### config.mk
export PLATFORM = sky130hd
export DESIGN_NAME = req_rr_arbiter
export DESIGN_NICKNAME = d
export VERILOG_FILES = /design/src/rtl/arb_pkg.sv /design/src/rtl/rr_pick.sv /design/src/rtl/req_rr_arbiter.sv
export SDC_FILE = /design/constraint.sdc
export NUM_CORES = 1
export LEC_CHECK = 0
export ABC_AREA = 0
export BUFFER_PORTS_ARGS = -buffer_cell sky130_fd_sc_hd__clkbuf_2
export CORE_UTILIZATION = 59
export CTS_CLUSTER_DIAMETER = 200
export DETAILED_ROUTE_END_ITERATION = 10
export GPL_TIMING_DRIVEN = 1
export PLACE_DENSITY = 0.88
export RECOVER_POWER = 25
export SKIP_CTS_REPAIR_TIMING = 1
export SLEW_MARGIN = 30
export SYNTH_ARGS = -nofsm -noshare
export SYNTH_HDL_FRONTEND = slang
export SYNTH_SLANG_ARGS = --single-unit
### constraint.sdc
create_clock -name clk -period 4.9 [get_ports clk]
set_clock_uncertainty 0.1 [all_clocks]
set_input_delay 0.735 -clock clk [delete_from_list [all_inputs] [get_ports clk]]
set_output_delay 0.735 -clock clk [all_outputs]
set_load 0.01 [all_outputs]
### src/rtl/arb_pkg.sv
// Shared types and helpers for the round-robin request arbiter.
// Optional build macro used by the arbiter: ARB_TIMEOUT_EN.
package arb_pkg;

    localparam int ARB_WIDTH_DEF = 16;

    typedef enum logic {
        IDLE = 1'b0,
        HOLD = 1'b1
    } arb_state_t;

    function automatic int idx_w(input int width);
        return $clog2(width);
    endfunction

endpackage

### src/rtl/rr_pick.sv
// Combinational round-robin pick: lowest set request at or after ptr,
// wrapping around; found is low when no request is set.
module rr_pick
    import arb_pkg::*;
#(
    parameter int WIDTH = ARB_WIDTH_DEF,
    parameter int IDX_W = idx_w(WIDTH)
) (
    input  logic [WIDTH-1:0] req,
    input  logic [IDX_W-1:0] ptr,
    output logic             found,
    output logic [IDX_W-1:0] idx
);

    logic [WIDTH-1:0] rot;
    logic [IDX_W-1:0] off;

    // rotate so ptr lands on bit 0, find lowest set bit, rotate index back
    always_comb begin
        rot = WIDTH'({req, req} >> ptr);
        off = '0;
        for (int i = WIDTH - 1; i >= 0; i--) begin
            if (rot[i]) off = IDX_W'(i);
        end
        found = |req;
        idx   = off + ptr;
    end

endmodule

### src/rtl/req_rr_arbiter.sv
// Round-robin arbiter holding a registered one-hot grant until release.
// Build macro ARB_TIMEOUT_EN adds a forced-release hold timeout.
module req_rr_arbiter
    import arb_pkg::*;
#(
    parameter int WIDTH   = ARB_WIDTH_DEF,
    parameter int IDX_W   = idx_w(WIDTH)
`ifdef ARB_TIMEOUT_EN
    ,
    parameter int TIMEOUT = 255,
    parameter int TO_W    = 8
`endif
) (
    input  logic             clk,
    input  logic             rst,
    input  logic [WIDTH-1:0] req,
    input  logic             done,
    output logic [WIDTH-1:0] grant,
    output logic [IDX_W-1:0] grant_idx,
    output logic             grant_valid,
    output logic             timeout_err
);

    arb_state_t       state;
    logic [IDX_W-1:0] ptr;
    logic             found;
    logic [IDX_W-1:0] pick_idx;
    logic             withdraw;
    logic             to_hit;
    logic             release_now;

    rr_pick #(.WIDTH(WIDTH), .IDX_W(IDX_W)) u_pick (
        .req   (req),
        .ptr   (ptr),
        .found (found),
        .idx   (pick_idx)
    );

`ifdef ARB_TIMEOUT_EN
    logic [TO_W-1:0] cnt;
    assign to_hit = (cnt == TO_W'(TIMEOUT - 1));
`else
    assign to_hit      = 1'b0;
    assign timeout_err = 1'b0;
`endif

    assign withdraw    = ~req[grant_idx];
    assign release_now = done | withdraw | to_hit;

    // grant FSM: pick in IDLE, hold until done / withdrawal / timeout
    always_ff @(posedge clk or posedge rst) begin
        if (rst) begin
            state       <= IDLE;
            ptr         <= '0;
            grant       <= '0;
            grant_idx   <= '0;
            grant_valid <= 1'b0;
`ifdef ARB_TIMEOUT_EN
            cnt         <= '0;
            timeout_err <= 1'b0;
`endif
        end else begin
`ifdef ARB_TIMEOUT_EN
            timeout_err <= 1'b0;
`endif
            unique case (state)
                IDLE: begin
                    if (found) begin
                        grant       <= WIDTH'(1) << pick_idx;
                        grant_idx   <= pick_idx;
                        grant_valid <= 1'b1;
                        state       <= HOLD;
`ifdef ARB_TIMEOUT_EN
                        cnt         <= '0;
`endif
                    end
                end
                HOLD: begin
                    if (release_now) begin
                        grant       <= '0;
                        grant_valid <= 1'b0;
                        state       <= IDLE;
                        ptr         <= grant_idx + IDX_W'(1);
`ifdef ARB_TIMEOUT_EN
                        timeout_err <= to_hit & ~done & ~withdraw;
`endif
                    end
`ifdef ARB_TIMEOUT_EN
                    else begin
                        cnt <= cnt + TO_W'(1);
                    end
`endif
                end
                default: state <= IDLE;
            endcase
        end
    end

endmodule
==> results.toml <==
[logic_synthesis]
ys_top_cells_by_count = "nand2_1, dfrtp_1, o21ai_0"
yosysWarnings = 0
synthTopCellsByArea = "dfrtp_1, mux4_2, mux4_1, nand2_1, nand4_1"
yosysTopAreaCellShare = 0.229
synthArstFlopShare = 1.00
synth_cell_types = 65
avgSynthCellArea_sq_um = 9.07
yosysMostFrequentCell = "nand2_1"
ys_ff_latch = 26
synth_edf_count = 0
syn_nets = 338
synth_area_leader_cell = "dfrtp_1"
synth-seq-area-share = 0.229
synthCells = 314
syn_area_sq_um = 2850
synthFlopType = "dfrtp_1"

[power_and_ir_drop]
peakVddDrop_mv = 0.648
pwr-share-seq = 0.157
p_switching_mw = 1.37
clkPwrFrac = 0.056
intPower_mw = 1.12
swShare = 0.551
design_power_total_mw = 2.49
combPwrFrac = 0.787
power.density_nw_per_um2 = 817
leakagePower_nw = 1.33

[timing]
hold_slack_ns = 0.385
setup_violations = 0
worstMarginPinSlew_ns = 0.958
relSlewSlack = 0.361
max_freq_mhz = 227
fin_crit_sh = 0.900
period_needed_ns = 4.41
setup_ws_ns = 0.491
report.final.hold_viol_count = 0
finalMaxSlewViolations = 0
fin_tns_setup_ns = 0
grt_setup_unrepaired = "no"

[setup_path]
crit_path_end_kind = "flop"
rr_startpoint = "ptr[3]"
r2r_slack_ns = 0.49
crit_path_top_delay_cell = "dfrtp_1"
crit_arrival_ns = 4.46
crit_fanout = 19
cpPeakStageDelay_ns = 0.86
crit_path_cell_trace = "mux4_2 > mux2i_1 > nand4_1 > and4_1 > o21ai_0 > a21oi_1 > ha_1 > a21oi_1 > xnor2_1 > nor3_1 > o21ai_0 > nand3_1"
cp_data_required_time_ns = 4.95
critPathKind = "reg -> reg"
r2r-end = "grant[4]"
reg2regPathDepth = 12
critPathLaunchType = "flop"

[worst_hold_path]
whs_path_depth = 2
hp-class = "reg -> reg"
min_from = "grant[1]"
min_to = "grant[1]"

[run]
drv_cap = 0

[global_routing]
antenna_found_initial = 0
gr-usage-all-layers = 0.313
grt_pass1_wl_microns = 12800
grt-ovfl-total = 0
grt_max_degree = 27
grt_pass1_vias = 2574

[floorplanning]
pin_count = 41
num_rows = 24
start_util = 0.632
die_x_microns = 71.5
dieHeight_microns = 71.5
core-area_sq_um = 4500
die-area_sq_um = 5110

[clocking]
cts_tree = "yes"
clkTransAtPathRegs_ns = 0.09
cts_buffers = 3
h-tree-depth = 1
clk_latency_ns = 0.27
cts_buffer_depth = 2
clock-root-buffer = "clkbuf_8"
numClockSinks = 26

[final_layout]
synthToLayoutAreaGrowth_pct = 6.86
regArea_sq_um = 651
multi_input_area_sq_um = 2000
finalNonFillerCells = 393
nFillCells = 339
antenna_cells = 0
final_cell_area_sq_um = 3040
drive_gt1_frac = 0.235
fin_util = 0.675
fin_nets = 366

[placed_design]
place_area_sq_um = 2980
gp_congestion = 0.940
dp_cells = 389
numPortBuffers = 39
dpl.hpwl_microns = 5290
preCtsSetupSlack_ns = 0.535

[detailed_routing]
drtIter0Drc = 622
firstDrtPassIters = 7
vias = 2813
vias_per_cell = 7.16
wl_per_cell_microns = 19.0
finalWirelength_microns = 7450
drc = 0
drt.antenna.violating_nets = 0

[outcome]
status = "finished clean"
==> worst max path at each step <==
stage	start	end	slack, ns	depth (start not counted)
floorplan	req[9]	grant[6]	1.05	15
CTS	ptr[1]	grant[14]	0.60	14
global route	ptr[3]	grant[4]	0.19	12
finish	ptr[3]	grant[4]	0.49	12
detailed placement	req[9]	grant[6]	0.54	14
global placement	req[5]	grant[6]	0.63	15
==> layer usage <==
metal | up-vias | share of wire | global-route usage
li1 | 1277 | - | -
met1 | 1296 | 0.42 | 0.476
met2 | 211 | 0.47 | 0.485
met3 | 29 | 0.083 | 0.0366
met4 | 0 | 0.022 | 0.0741
met5 | - | 0 | 0
==> logic make-up (layout without fill, tap and decap cells) <==
family | after synthesis | in the layout | share of synthesized area
and+or+nand+nor | 139 | 139 | 0.251
AOI/OAI and AO/OA | 71 | 71 | 0.170
muxes | 35 | 35 | 0.234
buffers and inverters | 31 | 58 | 0.0708
DFF | 26 | 26 | 0.229
adders and majority gates | 6 | 6 | 0.0286
xor gates and xnor gates | 5 | 5 | 0.0154
other | 1 | 1 | 0.00132
==> cell usage in the layout (no fill, tap or decap), drive strengths merged, types with 4 or more instances in the layout <==
cell type,netlist,final
nand3,20,20
and2,5,5
nor2,20,20
xor2,4,4
inv,8,8
o21ai,26,26
mux2i,10,10
nor3,14,14
clkbuf,6,43
a21o,4,4
a21oi,12,12
o211ai,4,4
ha,4,4
dfrtp,26,26
nor4,9,9
buf,16,6
nand4,20,20
nand2,37,37
mux4,22,22
nand2b,5,5
==> power groups by stage <==
| stage | registers, mW | logic (mW) | clock network, mW |
|---|---|---|---|
| 2_1_floorplan | 0.372 | 1.55 | 0 |
| 3_3_place_gp | 0.391 | 1.83 | 0 |
| 3_5_place_dp | 0.393 | 1.88 | 0 |
| 4_1_cts | 0.390 | 1.91 | 0.142 |
| 5_1_grt | 0.403 | 2.15 | 0.151 |
| 6_report | 0.390 | 1.96 | 0.140 |
==> final cells by class <==
| cell class | instances | area share |
|---|---|---|
| multi-input combinational | 257 | 0.657 |
| sequential | 26 | 0.214 |
| timing repair buffer | 45 | 0.0790 |
| tap | 52 | 0.0214 |
| inverter | 9 | 0.0111 |
| clock buffer | 4 | 0.0181 |
==> state kept, by name, summed over array words and instances (netlist names) <==
signal	cells
state	1
grant_idx	4
grant	16
ptr	4
grant_valid	1
==> worst max-delay path: cells and delay by family (launching register included) <==
family,cells,cell delay [ns]
AOI/OAI and AO/OA,4,0.57
xor gates and xnor gates,1,0.72
adders and majority gates,1,0.34
DFF,1,0.86
muxes,2,0.90
and+or+nand+nor,4,0.80
Power figures use the tool's default switching activity.
